==> config.mk <==
export PLATFORM = sky130hd
export DESIGN_NAME = tdes_keysched_store
export DESIGN_NICKNAME = d
export VERILOG_FILES = /design/src/rtl/tdes_pkg.sv /design/src/rtl/des_cd_step.sv /design/src/rtl/tdes_keysched_store.sv
export SDC_FILE = /design/constraint.sdc
export NUM_CORES = 2
export LEC_CHECK = 0
export BUFFER_PORTS_ARGS = -buffer_cell sky130_fd_sc_hd__buf_2
export CORE_ASPECT_RATIO = 1.2
export CORE_MARGIN = 2
export CORE_UTILIZATION = 32
export CTS_CLUSTER_SIZE = 14
export DETAILED_ROUTE_END_ITERATION = 6
export GPL_TIMING_DRIVEN = 1
export PLACE_DENSITY = 0.42
export RECOVER_POWER = 100
export SLEW_MARGIN = 20
export SYNTH_ARGS = -nofsm -noshare
export SYNTH_HDL_FRONTEND = slang
export SYNTH_HIERARCHICAL = 1
export SYNTH_SLANG_ARGS = --single-unit
==> constraint.sdc <==
create_clock -name clk -period 8.4 [get_ports clk]
set_input_delay 2.1 -clock clk [delete_from_list [all_inputs] [get_ports clk]]
set_output_delay 2.1 -clock clk [all_outputs]
set_load 0.1 [all_outputs]
==> src/rtl/tdes_pkg.sv <==
// Shared widths, FSM encodings, permutation tables and helpers for the DES key schedule store.
package tdes_pkg;

  localparam int unsigned KEY_W  = 64;
  localparam int unsigned SK_W   = 48;
  localparam int unsigned HALF_W = 28;
  localparam int unsigned CD_W   = 56;

  localparam logic [1:0] ST_IDLE   = 2'd0;
  localparam logic [1:0] ST_EXPAND = 2'd1;
  localparam logic [1:0] ST_READY  = 2'd2;

  // Left-rotation amount of C/D before each round's PC-2
  localparam int unsigned SHIFT_TABLE [16] = '{1, 1, 2, 2, 2, 2, 2, 2, 1, 2, 2, 2, 2, 2, 2, 1};

  // Source bit numbers (1 = MSB) for each PC-1 output bit, C half then D half
  localparam int unsigned PC1_TAB [56] = '{
    57, 49, 41, 33, 25, 17,  9,  1, 58, 50, 42, 34, 26, 18,
    10,  2, 59, 51, 43, 35, 27, 19, 11,  3, 60, 52, 44, 36,
    63, 55, 47, 39, 31, 23, 15,  7, 62, 54, 46, 38, 30, 22,
    14,  6, 61, 53, 45, 37, 29, 21, 13,  5, 28, 20, 12,  4
  };

  // Source bit numbers (1 = MSB of {C,D}) for each PC-2 output bit
  localparam int unsigned PC2_TAB [48] = '{
    14, 17, 11, 24,  1,  5,  3, 28, 15,  6, 21, 10,
    23, 19, 12,  4, 26,  8, 16,  7, 27, 20, 13,  2,
    41, 52, 31, 37, 47, 55, 30, 40, 51, 45, 33, 48,
    44, 49, 39, 56, 34, 53, 46, 42, 50, 36, 29, 32
  };

  // PC-1: 64-bit key (parity bits dropped) to 56-bit {C,D}
  function automatic logic [CD_W-1:0] pc1(input logic [KEY_W-1:0] key);
    logic [CD_W-1:0] cd;
    cd = '0;
    for (int i = 0; i < 56; i++) begin
      cd[CD_W-1-i] = key[KEY_W-PC1_TAB[i]];
    end
    return cd;
  endfunction

  // PC-2: 56-bit {C,D} to 48-bit round subkey
  function automatic logic [SK_W-1:0] pc2(input logic [CD_W-1:0] cd);
    logic [SK_W-1:0] sk;
    sk = '0;
    for (int i = 0; i < 48; i++) begin
      sk[SK_W-1-i] = cd[CD_W-PC2_TAB[i]];
    end
    return sk;
  endfunction

  // High when any byte of the key fails odd parity
  function automatic logic parity_bad(input logic [KEY_W-1:0] key);
    logic bad;
    bad = 1'b0;
    for (int b = 0; b < 8; b++) begin
      bad = bad | ~(^key[8*b +: 8]);
    end
    return bad;
  endfunction

endpackage

==> src/rtl/des_cd_step.sv <==
// One key-schedule step: rotate C and D left by 1 or 2 and derive the round subkey.
module des_cd_step
  import tdes_pkg::*;
(
  input  logic [HALF_W-1:0] c_in,
  input  logic [HALF_W-1:0] d_in,
  input  logic              shift_one,
  output logic [HALF_W-1:0] c_next_c,
  output logic [HALF_W-1:0] d_next_c,
  output logic [SK_W-1:0]   subkey_c
);

  // Rotate both halves, then PC-2 on the rotated pair
  always_comb begin
    c_next_c = c_in;
    d_next_c = d_in;
    if (shift_one) begin
      c_next_c = {c_in[HALF_W-2:0], c_in[HALF_W-1]};
      d_next_c = {d_in[HALF_W-2:0], d_in[HALF_W-1]};
    end else begin
      c_next_c = {c_in[HALF_W-3:0], c_in[HALF_W-1:HALF_W-2]};
      d_next_c = {d_in[HALF_W-3:0], d_in[HALF_W-1:HALF_W-2]};
    end
    subkey_c = pc2({c_next_c, d_next_c});
  end

endmodule

==> src/rtl/tdes_keysched_store.sv <==
// Expands a bundle of DES keys into a subkey store, one subkey per cycle, and serves
// subkeys by (key, round, direction) with one cycle of read latency.
module tdes_keysched_store
  import tdes_pkg::*;
#(
  parameter int unsigned NUM_KEYS = 3,
  parameter int unsigned ROUNDS   = 16,
  localparam int unsigned KSEL_W  = (NUM_KEYS > 1) ? $clog2(NUM_KEYS) : 1
) (
  input  logic                      clk,
  input  logic                      rst,
  input  logic                      key_valid,
  output logic                      key_ready,
  input  logic [KEY_W*NUM_KEYS-1:0] key_data,
  output logic                      sched_ready,
  output logic [NUM_KEYS-1:0]       parity_err,
  input  logic                      sk_req,
  input  logic [KSEL_W-1:0]         sk_key_sel,
  input  logic [3:0]                sk_round,
  input  logic                      sk_decrypt,
  output logic                      sk_valid,
  output logic [SK_W-1:0]           sk_data,
  output logic                      sk_err
);

  localparam int unsigned RND_W = $clog2(ROUNDS);

  logic [1:0]        state;
  logic [1:0]        state_nxt;
  logic              accept_c;
  logic              last_write_c;
  logic [KSEL_W-1:0] key_cnt;
  logic [RND_W-1:0]  rnd_cnt;

  logic [HALF_W-1:0] c_reg [NUM_KEYS];
  logic [HALF_W-1:0] d_reg [NUM_KEYS];
  logic [SK_W-1:0]   store [NUM_KEYS][ROUNDS];

  logic [CD_W-1:0]     pc1_c [NUM_KEYS];
  logic [NUM_KEYS-1:0] parity_c;

  logic              shift_one_c;
  logic [HALF_W-1:0] c_nxt_c;
  logic [HALF_W-1:0] d_nxt_c;
  logic [SK_W-1:0]   subkey_c;

  logic [RND_W-1:0]  rd_round_c;
  logic              rd_ok_c;

  // Bundles are only taken outside expansion; depends on state alone
  assign key_ready = (state == ST_IDLE) || (state == ST_READY);

  // State register
  always_ff @(posedge clk) begin
    if (rst) state <= ST_IDLE;
    else     state <= state_nxt;
  end

  // Next state, accept strobe and last-write detection
  always_comb begin
    state_nxt    = state;
    accept_c     = 1'b0;
    last_write_c = 1'b0;
    case (state)
      ST_IDLE, ST_READY: begin
        if (key_valid) begin
          accept_c  = 1'b1;
          state_nxt = ST_EXPAND;
        end
      end
      ST_EXPAND: begin
        if (key_cnt == KSEL_W'(NUM_KEYS - 1) && rnd_cnt == RND_W'(ROUNDS - 1)) begin
          last_write_c = 1'b1;
          state_nxt    = ST_READY;
        end
      end
      default: state_nxt = ST_IDLE;
    endcase
  end

  // Per-key PC-1 and parity of the offered bundle; key 0 sits in the top 64 bits
  always_comb begin
    for (int unsigned k = 0; k < NUM_KEYS; k++) begin
      pc1_c[k]    = pc1(key_data[KEY_W*(NUM_KEYS-k)-1 -: KEY_W]);
      parity_c[k] = parity_bad(key_data[KEY_W*(NUM_KEYS-k)-1 -: KEY_W]);
    end
  end

  assign shift_one_c = (SHIFT_TABLE[rnd_cnt] == 1);

  des_cd_step u_step (
    .c_in     (c_reg[key_cnt]),
    .d_in     (d_reg[key_cnt]),
    .shift_one(shift_one_c),
    .c_next_c (c_nxt_c),
    .d_next_c (d_nxt_c),
    .subkey_c (subkey_c)
  );

  // C/D registers and key/round counters
  always_ff @(posedge clk) begin
    if (rst) begin
      key_cnt <= '0;
      rnd_cnt <= '0;
    end else if (accept_c) begin
      for (int unsigned k = 0; k < NUM_KEYS; k++) begin
        c_reg[k] <= pc1_c[k][CD_W-1:HALF_W];
        d_reg[k] <= pc1_c[k][HALF_W-1:0];
      end
      key_cnt <= '0;
      rnd_cnt <= '0;
    end else if (state == ST_EXPAND) begin
      c_reg[key_cnt] <= c_nxt_c;
      d_reg[key_cnt] <= d_nxt_c;
      if (rnd_cnt == RND_W'(ROUNDS - 1)) begin
        rnd_cnt <= '0;
        key_cnt <= key_cnt + KSEL_W'(1);
      end else begin
        rnd_cnt <= rnd_cnt + RND_W'(1);
      end
    end
  end

  // Subkey store write port
  always_ff @(posedge clk) begin
    if (!rst && state == ST_EXPAND) begin
      store[key_cnt][rnd_cnt] <= subkey_c;
    end
  end

  // Decrypt walks the schedule backwards; out-of-range keys or a stale store are refused
  assign rd_round_c = sk_decrypt ? (RND_W'(ROUNDS - 1) - RND_W'(sk_round)) : RND_W'(sk_round);
  assign rd_ok_c    = sched_ready && ({1'b0, sk_key_sel} < (KSEL_W + 1)'(NUM_KEYS));

  // Status flags and the registered read port
  always_ff @(posedge clk) begin
    if (rst) begin
      sched_ready <= 1'b0;
      parity_err  <= '0;
      sk_valid    <= 1'b0;
      sk_data     <= '0;
      sk_err      <= 1'b0;
    end else begin
      if (accept_c) begin
        sched_ready <= 1'b0;
        parity_err  <= parity_c;
      end else if (last_write_c) begin
        sched_ready <= 1'b1;
      end
      sk_valid <= sk_req;
      if (sk_req) begin
        if (rd_ok_c) begin
          sk_data <= store[sk_key_sel][rd_round_c];
          sk_err  <= 1'b0;
        end else begin
          sk_data <= '0;
          sk_err  <= 1'b1;
        end
      end else begin
        sk_err <= 1'b0;
      end
    end
  end

endmodule
==> metrics.cfg <==
[outcome]
status=finished with violations
failed_checks=capacitance limit, slew limit

[cells_and_area]
post_layout_nonfiller_instances=11200
area_growth_pct=13.64
nNetsFinal=6903
largest_register_ffs=2304
fin_util_pct=36.58
drive_above_1_share_pct=16.13
n_fill_cell=30760

[critical_path]
end_kind=flip-flop
timing_worst_setup_path_type=input pin to flip-flop
cp_data_required_time_ps=8880
start_kind=input pin
slowest_stage=and2_0
slowest_delay_ps=2560
path_common_cell=nor2_1
crit_fanout=26
cp.arrival_ps=7160
worstPathCellList=clkbuf_1 > nor2_1 > nand2_1 > nor2_1 > and2_0 > buf_4

[yosys]
postSynthAreaPerCell_um2=16.25
synth_edf_count=2528
ys_warn_count=6
ys_seq_elements=2592
synth-seq-area-share_pct=73.23
synth_area_mm2=0.1054
ys.flop_type=edfxtp_1
synth_nets=6702
ys_async_sr_fraction_pct=0
syn_inst=6489
synth_cell_type_count=74

[drt]
vias=62310
drt_wl_total_um=367800
dr.pass1.iters=6
ant_nets=0
route.detailed.drc=0
drt_iter0_drc=5965
vias_per_cell=5.564
wire_per_inst_um=32.84

[clock_tree]
cts_setup_buffers=0
cts_max_level=5
cts_resized=0
cts_tree=yes
cts_buffers=275
cts_max_path_buffers=4
cts_root_buf=clkbuf_16
cts.reportedPaths.clkPinSlew_ps=60
clock_sinks=2592
clock_latency_ps=860
postCtsHoldBufs=0

[floorplan]
core.rowCount=230
ios=258
die_x_um=528.0
coreArea_mm2=0.3275
die_h_um=632.7
dieArea_mm2=0.3341
initial_core_util_pct=32.19

[sta]
maxSlewHeadroom_pct=-199.5
min_period_ps=6676
grt_setup_unrepaired=false
tightestPinTransition_ps=4492
slew_viol_final=1726
tns_ps=0
fmax_ghz=0.1498
fin_ws_ps=1724
hold_violations=0
setup_viol=0
finClkSkew_ps=36.73
period_share_pct=79.47

[global_route]
grt_usage_pct=21.53
antenna_found_initial=10
grt_pass1_vias=62820
grt_pass1_wl_um=510400
grt_max_degree=158
overflow=0

[power_and_ir_drop]
power_mw=28.74
internal_power_mw=21.95
p_leak_nw=37.85
seq_power_share_pct=50.4
ir_worst_vdd_v=0.0001457
power_frac_clock_pct=41.6
combPwrFrac_pct=8.0
swShare_pct=23.60
power.net_switching_mw=6.781
power_density_mw_per_mm2=239.9

[placed_design]
io_buffers=257
dpl.cell_count=10710
place_congestion=0.8310
hpwl_um=217900
dp_slack_ps=2653

[hold_path]
min_path_type=flip-flop to flip-flop

[run]
maxCapViolCount=70

==> layout by cell type (no fill, tap or decap), drive strengths merged, types with 64 or more instances in the layout <==
cell / instances
clkinv: 96
a22o: 81
a32oi: 122
mux2i: 189
buf: 327
o22ai: 383
nand2: 954
dfxtp: 64
clkbuf: 455
mux2: 113
edfxtp: 2528
nor3: 91
mux4: 241
a21oi: 102
o21ai: 184
xnor2: 146
o221ai: 130
==> Yosys cell counts (59+ instances only) <==
master	n	area [µm²]
o22ai_1	383	2396
a21oi_1	101	505.5
o221ai_1	130	1139
buf_2	89	445.4
nand3_1	59	295.3
dfxtp_1	64	1281
nand2_1	954	3581
a32oi_1	122	1069
buf_4	77	578.1
o21ai_0	182	910.9
mux2i_1	189	1892
a22o_1	81	709.4
xnor2_1	145	1270
mux2_2	73	822.0
mux4_2	240	5405
clkbuf_1	274	1028
edfxtp_1	2528	75910
nor3_1	91	455.4
==> cell families after synthesis <==
kind of cell	share of synthesized area, %
AO/OA/AOI/OAI	9.361
XOR/XNOR	1.479
adder cells (fa/ha/maj)	0.1187
buffers and inverters	2.412
flip-flops	73.23
multiplexers	8.296
AND/OR/NAND/NOR	5.107
==> worst max-delay path: cells and delay by family <==
kind / cells / cell delay [ps]
buffers and inverters: 2 / 1000
AND/OR/NAND/NOR: 4 / 3940
==> power by group through the flow <==
stage	registers, mW	logic (mW)	clock network (mW)
finish	14.5	2.30	12.0
global route	14.5	2.44	12.7
CTS	14.5	2.34	12.2
detailed placement	14.7	2.33	0
global placement	14.7	2.32	0
floorplan	14.7	1.34	0
==> final timing paths <==
path,cells past startpoint,slack (ps),start,to
hold reg to reg,2,480,parity_err[0],parity_err[0]
setup reg to reg,9,2280,rnd_cnt[1],store[0][154]
hold / removal,2,480,parity_err[0],parity_err[0]
setup / recovery,6,1720,rst,store[1][115]
==> per-stage QoR <==
step | area (µm²) | hold WS [ps]
after CTS | 120300 | 478.3
after global routing | 119800 | 491.3
after global placement | 111600 | 474.6
final | 119800 | 478.6
after detailed placement | 111700 | 462.5
after floorplan | 105400 | 469.7
==> layer usage <==
| metal | wire [µm] | vias up | track usage [%] |
|---|---|---|---|
| met2 | 183000 | 2110 | 37.11 |
| met3 | 19440 | 447 | 2.936 |
| met4 | 8986 | 2 | 5.126 |
| met5 | 13 | - | 0 |
| met1 | 156400 | 33340 | 28.61 |
| li1 | - | 26420 | - |
==> area by class of cell <==
cell class / count / area (µm²) / area share [%]
Timing Repair Buffer: 427 / 2643 / 2.206
Sequential cell: 2592 / 77200 / 64.44
Inverter: 8 / 32.53 / 0.02715
Antenna cell: 12 / 30.03 / 0.02507
Multi-Input combinational cell: 3386 / 25930 / 21.64
Clock buffer: 355 / 7502 / 6.262
Clock inverter: 128 / 1104 / 0.9212
Tap cell: 4292 / 5370 / 4.483
No activity file was read; power rests on OpenSTA's default activity.
